### config.mk
export PLATFORM = sky130hd
export DESIGN_NAME = hsid_band_streamer
export DESIGN_NICKNAME = d
export VERILOG_FILES = /design/src/rtl/hsid_band_streamer.sv
export SDC_FILE = /design/constraint.sdc
export NUM_CORES = 1
export LEC_CHECK = 0
export CAP_MARGIN = 20
export CORE_MARGIN = 5
export CORE_UTILIZATION = 65
export DETAILED_ROUTE_END_ITERATION = 7
export DONT_BUFFER_PORTS = 1
export PLACE_DENSITY = 0.81
export SYNTH_ARGS = -nofsm -noshare
export SYNTH_HDL_FRONTEND = slang
export SYNTH_SLANG_ARGS = --single-unit
### constraint.sdc
create_clock -name clk -period 5.7 [get_ports clk]
set_clock_uncertainty 0.1 [all_clocks]
set_input_delay 0.285 -clock clk [delete_from_list [all_inputs] [get_ports clk]]
set_output_delay 0.285 -clock clk [all_outputs]
set_load 0.01 [all_outputs]
### src/rtl/hsid_band_streamer.sv
// Fetches the captured pixel and every library pixel over OBI and streams them to the HSID controller (stats: HSID_STREAMER_STATS_EN).
// Latency: a response word can appear on band_data_in the cycle after mem_rvalid; status pulses are registered.
// Backpressure: reads are credit-limited to BUF_DEPTH words in flight or buffered; ready low holds band_data_in.

module hsid_fifo #(
    parameter int W     = 32,
    parameter int DEPTH = 4
) (
    input  logic                   clk,
    input  logic                   rst_n,
    input  logic                   flush_i,
    input  logic                   wr_vld_i,
    input  logic [W-1:0]           wr_dat_i,
    input  logic                   rd_rdy_i,
    output logic                   rd_vld_o,
    output logic [W-1:0]           rd_dat_o,
    output logic [$clog2(DEPTH):0] count_o
);
    localparam int PW = $clog2(DEPTH);

    logic [W-1:0]  mem_q [DEPTH];
    logic [PW-1:0] wr_ptr_q;
    logic [PW-1:0] rd_ptr_q;
    logic [PW:0]   cnt_q;
    logic          do_wr;
    logic          do_rd;

    assign do_wr    = wr_vld_i && (cnt_q != (PW+1)'(DEPTH));
    assign do_rd    = rd_rdy_i && (cnt_q != '0);
    assign rd_vld_o = (cnt_q != '0);
    assign rd_dat_o = mem_q[rd_ptr_q];
    assign count_o  = cnt_q;

    always_ff @(posedge clk) begin
        if (!rst_n || flush_i) begin
            wr_ptr_q <= '0;
            rd_ptr_q <= '0;
            cnt_q    <= '0;
        end else begin
            if (do_wr) begin
                mem_q[wr_ptr_q] <= wr_dat_i;
                wr_ptr_q        <= wr_ptr_q + 1'b1;
            end
            if (do_rd) begin
                rd_ptr_q <= rd_ptr_q + 1'b1;
            end
            cnt_q <= cnt_q + (PW+1)'(do_wr) - (PW+1)'(do_rd);
        end
    end
endmodule

module hsid_band_streamer #(
    parameter int WORD_WIDTH        = 32,
    parameter int HSP_BANDS_WIDTH   = 8,
    parameter int HSP_LIBRARY_WIDTH = 8,
    parameter int ADDR_WIDTH        = 32,
    parameter int BUF_DEPTH         = 4
) (
    input  logic                         clk,
    input  logic                         rst_n,
    input  logic                         cmd_start,
    input  logic                         cmd_clear,
    input  logic [ADDR_WIDTH-1:0]        cmd_captured_addr,
    input  logic [ADDR_WIDTH-1:0]        cmd_library_addr,
    input  logic [HSP_BANDS_WIDTH-1:0]   cmd_hsp_bands,
    input  logic [HSP_LIBRARY_WIDTH-1:0] cmd_library_size,
    output logic                         busy,
    output logic                         job_done,
    output logic                         job_error,
    output logic                         job_cancelled,
    output logic [31:0]                  stall_cycles,
    output logic                         mem_req,
    output logic [ADDR_WIDTH-1:0]        mem_addr,
    input  logic                         mem_gnt,
    input  logic                         mem_rvalid,
    input  logic [WORD_WIDTH-1:0]        mem_rdata,
    output logic                         start,
    output logic                         clear,
    output logic [HSP_BANDS_WIDTH-1:0]   hsp_bands,
    output logic [HSP_LIBRARY_WIDTH-1:0] hsp_library_size,
    output logic [WORD_WIDTH-1:0]        band_data_in,
    output logic                         band_data_in_valid,
    input  logic                         ready,
    input  logic                         done,
    input  logic                         error,
    input  logic                         cancelled
);
    localparam int WPP_W = HSP_BANDS_WIDTH + 1;
    localparam int CNT_W = HSP_BANDS_WIDTH + HSP_LIBRARY_WIDTH + 1;
    localparam int OCC_W = $clog2(BUF_DEPTH) + 1;
    localparam int BYTES = WORD_WIDTH / 8;

    typedef enum logic [2:0] {S_IDLE, S_START, S_STREAM, S_WAIT, S_FLUSH} state_t;

    state_t                       state_q, state_d;
    logic [HSP_BANDS_WIDTH-1:0]   bands_q, bands_d;
    logic [HSP_LIBRARY_WIDTH-1:0] size_q, size_d;
    logic [ADDR_WIDTH-1:0]        cap_q, cap_d;
    logic [ADDR_WIDTH-1:0]        lib_q, lib_d;
    logic [WPP_W-1:0]             wpp_q, wpp_d;
    logic [CNT_W-1:0]             total_q, total_d;
    logic [CNT_W-1:0]             req_cnt_q, req_cnt_d;
    logic [CNT_W-1:0]             xfer_cnt_q, xfer_cnt_d;
    logic [OCC_W-1:0]             out_q, out_d;
    logic                         cancel_q, cancel_d;
    logic                         done_p_q, done_p_d;
    logic                         err_p_q, err_p_d;
    logic                         canc_p_q, canc_p_d;
    logic                         clear_q, clear_d;

    logic [WPP_W-1:0]      wpp_calc;
    logic [OCC_W-1:0]      buf_cnt;
    logic                  buf_vld;
    logic [WORD_WIDTH-1:0] buf_dat;
    logic                  buf_flush;
    logic                  credit_ok;
    logic                  in_cap;
    logic [CNT_W-1:0]      word_off;
    logic                  grant;
    logic                  rv_dec;
    logic                  fire;
    logic                  clear_hit;

    hsid_fifo #(.W(WORD_WIDTH), .DEPTH(BUF_DEPTH)) u_buf (
        .clk      (clk),
        .rst_n    (rst_n),
        .flush_i  (buf_flush),
        .wr_vld_i (mem_rvalid && (state_q == S_STREAM)),
        .wr_dat_i (mem_rdata),
        .rd_rdy_i (fire),
        .rd_vld_o (buf_vld),
        .rd_dat_o (buf_dat),
        .count_o  (buf_cnt)
    );

    assign busy               = (state_q != S_IDLE);
    assign start              = (state_q == S_START);
    assign clear              = clear_q;
    assign job_done           = done_p_q;
    assign job_error          = err_p_q;
    assign job_cancelled      = canc_p_q;
    assign hsp_bands          = busy ? bands_q : '0;
    assign hsp_library_size   = busy ? size_q : '0;
    assign band_data_in_valid = (state_q == S_STREAM) && buf_vld;
    assign band_data_in       = band_data_in_valid ? buf_dat : '0;
    assign fire               = band_data_in_valid && ready;
    assign clear_hit          = cmd_clear && (state_q != S_IDLE);
    assign buf_flush          = clear_hit || (state_q == S_FLUSH);

    // Words in flight plus words buffered must leave room for one more response.
    assign credit_ok = ({1'b0, out_q} + {1'b0, buf_cnt}) < (OCC_W+1)'(BUF_DEPTH);
    assign mem_req   = (state_q == S_STREAM) && (req_cnt_q < total_q) && credit_ok;
    assign in_cap    = req_cnt_q < CNT_W'(wpp_q);
    assign word_off  = in_cap ? req_cnt_q : req_cnt_q - CNT_W'(wpp_q);
    assign mem_addr  = mem_req ? (in_cap ? cap_q : lib_q) + ADDR_WIDTH'(word_off) * ADDR_WIDTH'(BYTES) : '0;
    assign grant     = mem_req && mem_gnt;
    // A response with nothing outstanding belongs to a request lost to reset.
    assign rv_dec    = mem_rvalid && (out_q != '0);
    assign wpp_calc  = ({1'b0, cmd_hsp_bands} + WPP_W'(1)) >> 1;

    always_comb begin
        state_d    = state_q;
        bands_d    = bands_q;
        size_d     = size_q;
        cap_d      = cap_q;
        lib_d      = lib_q;
        wpp_d      = wpp_q;
        total_d    = total_q;
        req_cnt_d  = grant ? req_cnt_q + CNT_W'(1) : req_cnt_q;
        xfer_cnt_d = fire ? xfer_cnt_q + CNT_W'(1) : xfer_cnt_q;
        out_d      = out_q;
        cancel_d   = cancel_q;
        done_p_d   = 1'b0;
        err_p_d    = 1'b0;
        canc_p_d   = 1'b0;
        clear_d    = 1'b0;
        if (grant && !rv_dec) begin
            out_d = out_q + OCC_W'(1);
        end else if (!grant && rv_dec) begin
            out_d = out_q - OCC_W'(1);
        end

        case (state_q)
            S_IDLE: begin
                if (cmd_start) begin
                    bands_d = cmd_hsp_bands;
                    size_d  = cmd_library_size;
                    cap_d   = cmd_captured_addr;
                    lib_d   = cmd_library_addr;
                    wpp_d   = wpp_calc;
                    total_d = CNT_W'(wpp_calc) * (CNT_W'(cmd_library_size) + CNT_W'(1));
                    if (cmd_hsp_bands < HSP_BANDS_WIDTH'(7) || cmd_library_size == '0) begin
                        err_p_d = 1'b1;
                    end else begin
                        state_d    = S_START;
                        req_cnt_d  = '0;
                        xfer_cnt_d = '0;
                    end
                end
            end
            S_START: state_d = S_STREAM;
            S_STREAM: begin
                if (error) begin
                    state_d  = S_FLUSH;
                    cancel_d = 1'b0;
                end else if (cancelled) begin
                    state_d  = S_FLUSH;
                    cancel_d = 1'b1;
                end else if (fire && (xfer_cnt_q + CNT_W'(1) == total_q)) begin
                    state_d = S_WAIT;
                end
            end
            S_WAIT: begin
                if (done) begin
                    done_p_d = 1'b1;
                    state_d  = S_IDLE;
                end else if (error) begin
                    state_d  = S_FLUSH;
                    cancel_d = 1'b0;
                end else if (cancelled) begin
                    state_d  = S_FLUSH;
                    cancel_d = 1'b1;
                end
            end
            S_FLUSH: begin
                if (out_q == '0) begin
                    state_d  = S_IDLE;
                    canc_p_d = cancel_q;
                    err_p_d  = !cancel_q;
                end
            end
            default: state_d = S_IDLE;
        endcase

        // Host abort wins over anything the controller reports in the same cycle.
        if (clear_hit) begin
            clear_d  = 1'b1;
            state_d  = S_FLUSH;
            cancel_d = 1'b1;
            done_p_d = 1'b0;
            err_p_d  = 1'b0;
            canc_p_d = 1'b0;
        end
    end

    always_ff @(posedge clk) begin
        if (!rst_n) begin
            state_q    <= S_IDLE;
            bands_q    <= '0;
            size_q     <= '0;
            cap_q      <= '0;
            lib_q      <= '0;
            wpp_q      <= '0;
            total_q    <= '0;
            req_cnt_q  <= '0;
            xfer_cnt_q <= '0;
            out_q      <= '0;
            cancel_q   <= 1'b0;
            done_p_q   <= 1'b0;
            err_p_q    <= 1'b0;
            canc_p_q   <= 1'b0;
            clear_q    <= 1'b0;
        end else begin
            state_q    <= state_d;
            bands_q    <= bands_d;
            size_q     <= size_d;
            cap_q      <= cap_d;
            lib_q      <= lib_d;
            wpp_q      <= wpp_d;
            total_q    <= total_d;
            req_cnt_q  <= req_cnt_d;
            xfer_cnt_q <= xfer_cnt_d;
            out_q      <= out_d;
            cancel_q   <= cancel_d;
            done_p_q   <= done_p_d;
            err_p_q    <= err_p_d;
            canc_p_q   <= canc_p_d;
            clear_q    <= clear_d;
        end
    end

`ifdef HSID_STREAMER_STATS_EN
    logic [31:0] stall_q, stall_d;

    always_comb begin
        stall_d = stall_q;
        if (state_q == S_IDLE && state_d == S_START) begin
            stall_d = '0;
        end else if (band_data_in_valid && !ready && stall_q != '1) begin
            stall_d = stall_q + 32'd1;
        end
    end

    always_ff @(posedge clk) begin
        if (!rst_n) begin
            stall_q <= '0;
        end else begin
            stall_q <= stall_d;
        end
    end

    assign stall_cycles = stall_q;
`else
    assign stall_cycles = '0;
`endif
endmodule

[After elaboration in Yosys (flattened, before gate mapping)]
Memory sizes are Yosys's and may differ from the RTL's. A register that Yosys moved wholly into a read port is not among the register bits.
Index checks and enable logic that the tools add are counted.
Storage, ports and cells
  logic and storage cells: 137
  memories: 1
  latch bits: 0
  ROM bits: 0
  RAM bits: 128
  register bits after elaboration: 157
Memories
  u_buf.mem_q: words 4, bits a word 32, rd ports 1, clocked after Yosys merged registers in 1, write ports 1, RTL line 21  | logic [W-1:0] mem_q [DEPTH];
Cells by class
  divide/modulo/power cells: 0
  reductions and logical operators: 35
  shift-type cells: 0
  add/subtract/negate cells: 13
  eq/ne operators: 17
  $mul: 1
  bitwise operators: 4
  multiplexer cells: 43
  magnitude comparators: 4
Operators by type and width (number)
  $mux 17: 9
  $mux 32: 3
  $mux 3: 12
  $add 17x1->17 const B: 2
  $add 32x19->32: 1
  $add 8x1->9 const B: 2
  $eq 17x17->1: 1
  $lt 17x17->1: 1
  $lt 17x8->1: 1
  $mul 8x9->17: 1
  $sub 17x8->17: 1
  $mux 8: 2
  $pmux 3 s5: 1
  $logic_and 1x1->1: 13
  $mux 1: 12
  $ne 3x3->1 const B: 4
  $reduce_bool 3->1: 4
  $reduce_and 5->1: 2
  $logic_not 8->1: 1
  $lt 8x3->1 const B: 1
  $eq 3x2->1 const B: 2
  $logic_not 3->1: 2
  $ne 5x4->1 const B: 1
  $ne 5x5->1 const B: 1
  other kinds (24): 37

[Depth between registers and ports, before layout]
Gate-level depths: netlist (run 1).
  depth after elaboration: 9
  mapped depth: 22
  depth with buffers taken out: 22

[Modules after synthesis]
From an unflattened synthesis (run 1), not the netlist that was laid out.
Second synthesis, totals
  cell total of the unflattened synthesis: 1831
  area, all modules: 17494.3 µm²
By module, submodules not included
  hsid_band_streamer: area each 12410.7 µm², cells each 1616, sequential area each 3002.9 µm², times used 1
  hsid_fifo: area each 5083.6 µm², cells each 215, sequential area each 4023.9 µm², times used 1

[Least setup slack after synthesis (run 1)]
OpenSTA, ideal clock, no wires.
  kind: register -> output
  start point: register req_cnt_q[1]
  end point: output mem_addr[28]
  setup slack: 506 ps
  path buffers: 2
  cell stages (with the launch flop): 22
  arrival time: 4809 ps
  data required time: 5315 ps
  cell sequence: dfxtp_1 -> ha_1 -> nor2b_1 -> o31a_1 -> o31a_1 -> o211a_1 -> nor2_4 -> buf_2 -> buf_1 -> nand2_1 -> nand2_1 -> ha_1 -> inv_1 -> fa_1 -> nand2b_1 -> a21oi_1 -> o41a_1 -> a211oi_1 -> a21oi_1 -> o21ai_2 -> o31ai_1 -> nor3b_1
Between the ends
  cells in the longest elaborated chain, start to end: 4
  elaborated cells between the ends (all ways): 9
RTL lines
  start, declared: RTL line 102  | logic [CNT_W-1:0] req_cnt_q, req_cnt_d;
  start signal, assigned: RTL line 271  | req_cnt_q <= req_cnt_d;
  $sub 17x8->17 (tied with other cells): RTL line 154  | assign word_off = in_cap ? req_cnt_q : req_cnt_q - CNT_W'(wpp_q);
  $mux 17 (tied with other cells): RTL line 154
  $add 32x19->32 / $logic_and 1x1->1 (equally long branches): RTL line 155, 152
  $mux 32 (*): RTL line 155  | assign mem_addr = mem_req ? (in_cap ? cap_q : lib_q) + ADDR_WIDTH'(word_off) * ADDR_WIDTH'(BYTES) : '0;
  end, declared: RTL line 73  | output logic [ADDR_WIDTH-1:0] mem_addr,
Every way passes the cells marked *; elsewhere a longest branch is shown, timed or not.

[Final worst setup path (run 1)]
  start point: register wpp_q[1]
  end point: output mem_addr[26]
Between the ends
  cells in the longest elaborated chain, start to end: 4
  elaborated cells between the ends (all ways): 6
RTL lines
  start, declared: RTL line 100  | logic [WPP_W-1:0] wpp_q, wpp_d;
  start signal, assigned: RTL line 269  | wpp_q <= wpp_d;
  $sub 17x8->17 / $lt 17x8->1 (equally long branches): RTL line 154, 153
  $mux 17 / $mux 32 (equally long branches): RTL line 154, 155
  $add 32x19->32 (*): RTL line 155
  $mux 32 (*): RTL line 155
Marks and branches as above.

==> results.yml, run 1 <==
status:
  status: "finished clean"
power:
  ir_worst_vdd_v: 0.0003483
  leakagePower_uw: 0.007873
  powerDensity_nw_per_um2: 307.5
final_layout:
  layout-drive-gt1-share_pct: 10.01
  seqCellArea_um2: 7029
  final_cell_area_um2: 20050
  multi_input_area_um2: 9535
  area_delta_synth_final_pct: 16.70
  nets: 2186
  n_fill_cell: 1681
grt:
  grt_start_max_net_pins: 116
  grt.total_usage_pct: 26.98
  grt_first_pass_wirelength_um: 67700
  first_global_vias: 13380
  antenna_found_initial: 4
  overflow: 0
setup_path:
  cpMostUsedCell: "buf_4"
  critical_path_arrival_ns: 5.19
  critPathLaunchType: "register"
  max_stage_delay_ns: 0.41
  worstPathRequired_ns: 5.32
  path_class: "register to primary output"
  cp_max_fo: 8
  crit_chain: "inv_1, ha_1, nor2b_1, o31a_1, o31a_1, o211ai_1, nand2_2, buf_4, a21oi_1, ha_1, o211ai_1, a21oi_2, o41a_1, a211oi_4, a21oi_1, buf_4, o21ai_4, o21ai_0, a31oi_1, buf_4"
  critPathSlowestCell: "o41a_1"
  endpoint_kind: "primary output"
detailed_routing:
  via_per_inst: 5.836
  routed_wl_um: 42440
  drt-initial-drc-count: 1077
  final_antenna_net_count: 0
  drc: 0
  firstDrtPassIters: 5
  routedWlPerCell_um: 18.55
  vias: 13350
timing:
  hold_viol: 0
  fmax_mhz: 179.5
  setup-tns-final_ns: 0
  slew_viol_final: 0
  setup_viol: 0
  finalCriticalPeriod_ns: 5.572
  min_period_over_period_pct: 97.76
  worst_pin_slew_ns: 1.106
  slew_headroom_pct: 26.28
clock_network:
  cts_tree: "yes"
  cts_buffers: 29
  clock_latency_ns: 0.57
  clock-sinks: 287
  root_buffer: "clkbuf_16"
  htree_levels: 1
  clockBufferDepth: 3
  path_clk_slew_ns: 0.07
synth:
  seq_area_frac_synth_pct: 40.89
  ys_warn_count: 0
  synth-edff-count: 128
  synth_fa_ha_area_share_pct: 12.06
  syn_avg_cell_area_um2: 9.573
  synthArstFlopShare_pct: 0
  synthMuxAreaShare_pct: 5.024
  synth-seq-cells: 287
  yosys_most_used_dff: "dfxtp_1"
  synth_xor_area_share_pct: 5.709
  synth_area_um2: 17180
  synth_compound_area_share_pct: 11.24
  ys_types: 70
  yosys.area_share.simple_pct: 19.60
  synth_cells: 1795
  synth_top_family_by_area: "simple AND/OR/NAND/NOR gates"
die:
  die_x_um: 172.6
  pin_count: 242
  die_area_um2: 29790
  core-area_um2: 26060
  start_util_pct: 65.94
  dieHeight_um: 172.6
  rows: 59
placed_design:
  dpl.hpwl_um: 27710
  portBuffers: 0
  place_congestion: 0.9004
  place_area_um2: 17510
hold_path:
  hold_path_class: "input port to register"
flow_run:
  max_cap_viol_count: 0
[layout make-up]
class	count	share of cell area (%)
Inverter	102	1.909
Sequential cell	287	35.06
Multi-Input combinational cell	1330	47.55
Clock buffer	40	4.125
Clock inverter	14	0.8424
Tap cell	335	2.090
Timing Repair Buffer	176	8.374
Antenna cell	4	0.04992
[layer usage]
metal  GRT usage (%)  part of all wire, %
met5               0                    0
met4           10.14                  4.0
met3           5.546                  6.9
met2           47.34                   50
met1           32.85                   39
[what timing repair did]
item                                    CTS  global route
setup buffers                             3             9
gates resized for setup                   6            29
pin swaps                                 1            12
hold buffers                            123             0
endpoints found under the setup margin   13            15
hold endpoints to repair                250             0
[cell families (layout without fill, tap and decap cells)]
kind of cell | count (synthesis) | after routing
AO/OA/AOI/OAI | 280 | 280
adder cells (fa/ha/maj) | 138 | 138
AND/OR/NAND/NOR | 722 | 722
multiplexers | 46 | 46
buffers and inverters | 209 | 332
XOR/XNOR | 112 | 112
other | 1 | 36
flip-flops | 287 | 287
[state kept, by name (all words and copies together) (netlist names), 2 cells and up, named ones only]
name            count
u_buf.mem_q       128
cap_q              32
lib_q              32
req_cnt_q          17
total_q            17
xfer_cnt_q         17
bands_q             8
size_q              8
wpp_q               8
out_q               3
state_q             3
u_buf.count_o       3
u_buf.rd_ptr_q      2
u_buf.wr_ptr_q      2
[synth_stat cells (17+ instances only)]
cell      count  area [um^2]
nand2_1     312         1171
dfxtp_1     159         3183
nor2_1      137        514.2
edfxtp_1    128         3844
inv_1       102        382.9
a21boi_0     92        690.7
ha_1         92         1151
and2_1       70        437.9
xnor2_1      67        586.8
clkbuf_1     57        214.0
a21oi_1      54        270.3
fa_1         46        920.9
xor2_1       45        394.1
nand3_1      40        200.2
o21ai_0      39        195.2
nor3_1       36        180.2
buf_4        33        247.7
mux4_2       32        720.7
nand4_1      20        125.1
nor2b_1      17        106.4
[layout by cell type (no fill, tap or decap), drive strengths merged, types with 67 or more instances in the layout]
master and count:
a21boi 92, and2 70, dfxtp 159, dlygate4sd3 122, edfxtp 128, ha 92
inv 103, nand2 312, nor2 138, xnor2 67
[path summary, 6_finish.rpt]
path          startpoint           endpoint  slack (ns)  cells after the start
min                rst_n  u_buf.wr_ptr_q[1]        0.02                      2
max reg2reg  total_q[10]           out_q[2]        1.42                     16
max             wpp_q[1]       mem_addr[26]        0.13                     20
min reg2reg    size_q[2]          size_q[2]        0.36                      2
[through the flow]
step	instances	power [uW]	hold slack (ns)	setup WS, ns	utilization, %
2_1_floorplan	1826	3666	0.2839	0.5063	-
3_3_place_gp	2093	3935	0.2841	0.3428	67.05
3_5_place_dp	2095	4008	0.2841	0.2377	67.19
4_1_cts	2275	6081	0.002944	0.03735	75.99
5_1_grt	2288	6508	0.04351	-0.1131	76.95
6_report	2288	6165	0.02227	0.1278	76.95
[where the power goes]
part | leakage, uW | internal [uW] | switching (uW)
clock network | 0.000492 | 1160 | 828
logic | 0.00493 | 778 | 1030
registers | 0.00245 | 2260 | 107
total | 0.00787 | 4200 | 1970
[critical path: cells and delay by family, from the launching register on]
kind / cells / cell delay, ns
AOI/OAI and AO/OA: 12 / 2.66
buffers and inverters: 4 / 0.62
DFF: 1 / 0.33
and+or+nand+nor: 2 / 0.36
adders and majority gates: 2 / 0.63
(Power assumes the default switching activity.)
==> run 2, diff against run 1 <==
--- a/config.mk
+++ b/config.mk
@@ -6,11 +6,9 @@
 export NUM_CORES = 1
 export LEC_CHECK = 0
 export CAP_MARGIN = 20
-export CORE_MARGIN = 5
-export CORE_UTILIZATION = 65
+export CORE_UTILIZATION = 33
 export DETAILED_ROUTE_END_ITERATION = 7
 export DONT_BUFFER_PORTS = 1
-export PLACE_DENSITY = 0.81
 export SYNTH_ARGS = -nofsm -noshare
 export SYNTH_HDL_FRONTEND = slang
 export SYNTH_SLANG_ARGS = --single-unit
==> run 2 against run 1 <==
Against the previous run: total power barely moved; core utilization fell by 37 points; critical endpoint unchanged; highest routed layer unchanged; fmax up 0.31%; global-route usage is 11 points lower.
==> results.yml, run 2 (synthesis results as in run 1) <==
status:
  status: "finished clean"
timing:
  setup-tns-final_ns: 0
  hold-worst-slack_ns: 0.01754
  min_period_over_period_pct: 97.45
  hold_viol: 0
  setup_viol: 0
  fmax_mhz: 180.0
  fin_ws_ns: 0.1453
  slew_headroom_pct: 40.47
  slew_viol_final: 0
  finalCriticalPeriod_ns: 5.555
  worst_pin_slew_ns: 0.8890
setup_path:
  path_class: "register to primary output"
  r2r-end: "out_q[2]"
  critPathLaunchType: "register"
  endpoint_kind: "primary output"
  crit_buf_inv: 5
  critical_path_arrival_ns: 5.17
  worst-path-stages: 21
  critical-path-top-delay-family: "compound AO/OA/AOI/OAI gates"
  r2r_setup_slack_ns: 1.55
  crit_chain: "inv_1, ha_1, nor2b_1, o31a_1, o31a_1, o211ai_1, nand2_2, buf_6, buf_4, nand2_1, nand2_1, ha_4, a21o_1, o41a_1, a211oi_4, a21oi_2, buf_6, o21ai_4, o21bai_1, a31oi_1, buf_4"
  worstPathRequired_ns: 5.32
  timing.rr.start: "total_q[10]"
  max_stage_delay_ns: 0.46
  reg2reg_depth: 16
  critPathSlowestCell: "o41a_1"
  cp_max_fo: 12
detailed_routing:
  via_per_inst: 4.972
  routed_wl_um: 43660
  drt-initial-drc-count: 589
  final_antenna_net_count: 0
  drc: 0
  vias: 13150
  routedWlPerCell_um: 16.51
  firstDrtPassIters: 5
grt:
  grt_first_pass_wirelength_um: 68340
  antenna_found_initial: 1
  first_global_vias: 13030
  grt_start_max_net_pins: 113
  overflow: 0
  grt.total_usage_pct: 16.00
hold_path:
  hp-start: "rst_n"
  hold-path-cell-count: 2
  hold_path_class: "input port to register"
  holdPathEnd: "wpp_q[1]"
final_layout:
  largest_reg_flops: 128
  layout_commonest_cell: "nand2_1"
  largest_register: "u_buf.mem_q"
  n_fill_cell: 5042
  final_cell_mix: "nand2_1, dfxtp_1, nor2_1"
  area_delta_synth_final_pct: 19.92
  nets: 2200
  layout-drive-gt1-share_pct: 10.54
  top_regs: "u_buf.mem_q x128, cap_q x32, lib_q x32"
power:
  leakagePower_uw: 0.007929
  powerDensity_nw_per_um2: 299.4
  total_power_uw: 6170
  ir_worst_vdd_v: 0.0002078
placed_design:
  dpl.hpwl_um: 29800
  portBuffers: 0
  place_congestion: 0.8841
  pre_cts_slack_ns: 0.3551
die:
  rows: 83
  dieHeight_um: 230.2
  die_area_um2: 52990
  die_x_um: 230.2
  core-area_um2: 51410
  pin_count: 242
  start_util_pct: 33.43
clock_network:
  path_clk_slew_ns: 0.06
  clockBufferDepth: 3
  clock-sinks: 287
  cts_buffers: 31
  cts_tree: "yes"
  root_buffer: "clkbuf_16"
  clock_latency_ns: 0.59
  htree_levels: 1
flow_run:
  max_cap_viol_count: 0
[run 2: cell count changes in the layout (fill, tap and decap cells not counted), sizes merged]
| cell | previous run | this run |
|---|---|---|
| o21ai | 41 | 42 |
| diode | 4 | 1 |
| dlygate4sd3 | 122 | 124 |
| inv | 103 | 104 |
| clkbuf | 40 | 42 |
| clkinv | 9 | 8 |
| clkinvlp | 1 | 3 |
| bufinv | 3 | 2 |
| buf | 54 | 63 |
[run 2: area by class of cell]
| cell class | count | area [um^2] | share of cell area, % |
|---|---|---|---|
| multi-input combinational | 1331 | 9594 | 46.56 |
| sequential | 287 | 7032 | 34.13 |
| timing repair buffer | 187 | 1757 | 8.526 |
| tap | 680 | 850.8 | 4.129 |
| clock buffer | 42 | 837.1 | 4.062 |
| inverter | 102 | 382.9 | 1.858 |
| clock inverter | 15 | 148.9 | 0.7226 |
| antenna | 1 | 2.502 | 0.01214 |
[run 2: routing by layer]
metal	wire [um]	vias to the layer above	GRT usage, %	part of all wire (%)
li1	-	6393	-	-
met1	18670	6331	19.56	43
met3	2649	78	3.708	6.1
met4	1143	0	4.512	2.6
met5	0	-	0	0
met2	21200	348	27.92	49
[run 2: metrics by stage]
step | area (um^2) | utilization (%) | instances
final | 20600 | 40.08 | 2645
after global placement | 17970 | 34.96 | 2447
after CTS | 20290 | 39.47 | 2634
after global routing | 20600 | 40.08 | 2644
after floorplan | 17300 | - | 1826
after detailed placement | 17970 | 34.96 | 2447
[run 2: timing repair]
| item | in CTS | in global routing |
|---|---|---|
| setup buffers | 5 | 10 |
| pin swaps | 2 | 25 |
| endpoints found under the setup margin | 13 | 17 |
| hold buffers | 125 | 0 |
| gates resized for setup | 5 | 45 |
| hold endpoints to repair | 251 | 0 |
| cloned | 0 | 1 |
[run 2: power breakdown]
group / switching [uW] / total [uW] / internal [uW] / leakage, uW
sequential: 104 / 2370 / 2260 / 0.00245
combinational: 1050 / 1840 / 789 / 0.00501
clock: 844 / 1970 / 1120 / 0.000470
total: 2000 / 6170 / 4170 / 0.00793
[run 2: worst max path at each step]
stage,slack [ns],startpoint,to
after floorplan,0.51,req_cnt_q[1],mem_addr[28]
after global placement,0.43,cmd_hsp_bands[0],total_q[15]
after detailed placement,0.36,cmd_hsp_bands[0],total_q[15]
after CTS,0.0004,wpp_q[1],mem_addr[28]
after global routing,-0.07,wpp_q[1],mem_addr[29]
final,0.15,wpp_q[1],mem_addr[26]
==> run 3, diff against run 2 <==
--- a/config.mk
+++ b/config.mk
@@ -9,6 +9,7 @@
 export CORE_UTILIZATION = 33
 export DETAILED_ROUTE_END_ITERATION = 7
 export DONT_BUFFER_PORTS = 1
+export RECOVER_POWER = 100
 export SYNTH_ARGS = -nofsm -noshare
 export SYNTH_HDL_FRONTEND = slang
 export SYNTH_SLANG_ARGS = --single-unit
==> run 3 against run 2 <==
Against the previous run: the flow now finishes with violations (capacitance limit, slew limit); sequential power about the same; die area unchanged; first-iteration DRC count down 2.0%; critical endpoint unchanged; final cell count unchanged; setup slack better by 0.0064 ns; total power down 0.11%.
==> results.yml, run 3 (synthesis results as in run 1) <==
status:
  status: "finished, violations left"
  violations: "capacitance limit, slew limit"
hold_path:
  hold_path_class: "input port to register"
final_layout:
  seqCellArea_um2: 7032
  final_cell_mix: "nand2_1, dfxtp_1, nor2_1"
  multi_input_area_um2: 9580
  area_delta_synth_final_pct: 19.66
  layout-drive-gt1-share_pct: 9.980
  largest_register: "u_buf.mem_q"
  largest_reg_flops: 128
  final_cell_area_um2: 20560
  top_regs: "u_buf.mem_q x128, cap_q x32, lib_q x32"
  layout_commonest_cell: "nand2_1"
  nets: 2200
  n_fill_cell: 5049
detailed_routing:
  drt-initial-drc-count: 577
  final_antenna_net_count: 0
  routedWlPerCell_um: 16.46
  drc: 0
  routed_wl_um: 43540
  via_per_inst: 4.953
  firstDrtPassIters: 5
  vias: 13100
timing:
  slew_viol_final: 294
  setup-tns-final_ns: 0
  slew_headroom_pct: -113.9
  setup_viol: 0
  worst_pin_slew_ns: 3.208
  min_period_over_period_pct: 97.34
  finalCriticalPeriod_ns: 5.548
  hold_viol: 0
  fmax_mhz: 180.2
power:
  ir_worst_vdd_v: 0.0002090
  leakagePower_uw: 0.007838
  powerDensity_nw_per_um2: 299.7
setup_path:
  cp-startpoint: "wpp_q[1]"
  critPathSlowestCell: "o41a_1"
  max_stage_delay_ns: 0.46
  cp_max_fo: 12
  crit_end: "mem_addr[26]"
  reg2reg_depth: 6
  r2r_setup_slack_ns: 0.62
  critPathLaunchType: "register"
  timing.rr.start: "state_q[0]"
  worstPathRequired_ns: 5.32
  critical_path_arrival_ns: 5.16
  r2r-end: "lib_q[12]"
  crit_chain: "inv_1, ha_1, nor2b_1, o31a_1, o31a_1, o211ai_1, nand2_2, buf_6, buf_4, nand2_1, nand2_1, ha_4, a21o_1, o41a_1, a211oi_4, a21oi_2, buf_6, o21ai_4, o21bai_1, a31oi_1, buf_4"
  path_class: "register to primary output"
  endpoint_kind: "primary output"
die:
  pin_count: 242
  die_x_um: 230.2
  start_util_pct: 33.43
  die_area_um2: 52990
  rows: 83
  core-area_um2: 51410
  dieHeight_um: 230.2
clock_network:
  clock_latency_ns: 0.58
  clock-sinks: 287
  cts_tree: "yes"
  cts_buffers: 31
  root_buffer: "clkbuf_16"
  clockBufferDepth: 3
  path_clk_slew_ns: 0.06
  htree_levels: 1
grt:
  grt_start_max_net_pins: 113
  grt_first_pass_wirelength_um: 68340
  first_global_vias: 13030
  grt.total_usage_pct: 16.00
  antenna_found_initial: 1
  overflow: 0
placed_design:
  portBuffers: 0
  place_area_um2: 17970
  dpl.hpwl_um: 29800
  place_congestion: 0.8841
flow_run:
  max_cap_viol_count: 7
[run 3: critical path, delay by kind of cell (launching register included)]
family	cells	cell delay (ns)
buffers and inverters	5	0.71
and+or+nand+nor	4	0.45
DFF	1	0.32
AOI/OAI and AO/OA	10	2.57
adders and majority gates	2	0.54
[run 3: layout make-up]
| cell class | count | share of cell area [%] |
|---|---|---|
| well taps | 680 | 4.138 |
| diodes | 1 | 0.01217 |
| repair buffers | 187 | 8.398 |
| clock inverters | 15 | 0.7242 |
| inverters | 102 | 1.862 |
| multi-input cells | 1331 | 46.60 |
| clock buffers | 42 | 4.071 |
| flip-flops and latches | 287 | 34.20 |
[run 3: layer usage]
| metal | track usage [%] | vias to the layer above | share of wire (%) |
|---|---|---|---|
| met1 | 19.56 | 6305 | 43 |
| met5 | 0 | - | 0 |
| met4 | 4.512 | 0 | 2.6 |
| met2 | 27.92 | 330 | 49 |
| met3 | 3.708 | 77 | 5.8 |
| li1 | - | 6388 | - |
[run 3: power breakdown]
group          switching, uW  leakage [uW]  internal (uW)
logic                   1040       0.00492            790
registers                105       0.00245           2260
clock network            842      0.000470           1120
total                   1990       0.00784           4180
[run 3: worst min path at each step]
stage	end	cells after the start	start
after global routing	wpp_q[1]	2	rst_n
after CTS	total_q[0]	4	cmd_library_size[0]
after global placement	u_buf.mem_q[0][14]	0	mem_rdata[14]
final	wpp_q[1]	2	rst_n
after detailed placement	u_buf.mem_q[0][12]	0	mem_rdata[12]
after floorplan	u_buf.mem_q[0][0]	0	mem_rdata[0]
[run 3: through the flow]
stage	worst slack [ns]	utilization [%]	hold slack (ns)	cells	total power [uW]
after floorplan	0.5063	-	0.2839	1826	3666
after detailed placement	0.3551	34.96	0.2841	2447	4050
final	0.1517	40.00	0.01866	2645	6163
after global placement	0.4262	34.96	0.2841	2447	4005
after CTS	0.0004445	39.47	0.007320	2634	6152
after global routing	-0.07216	39.99	0.03236	2644	6544
[run 3: repair_timing]
action                     in CTS  in global routing
hold endpoints to repair      251                  0
cloned                          0                  1
gates resized for setup         5                 45
pin swaps                       2                 25
setup buffers                   5                 10
setup endpoints to repair      13                 17
hold buffers                  125                  0
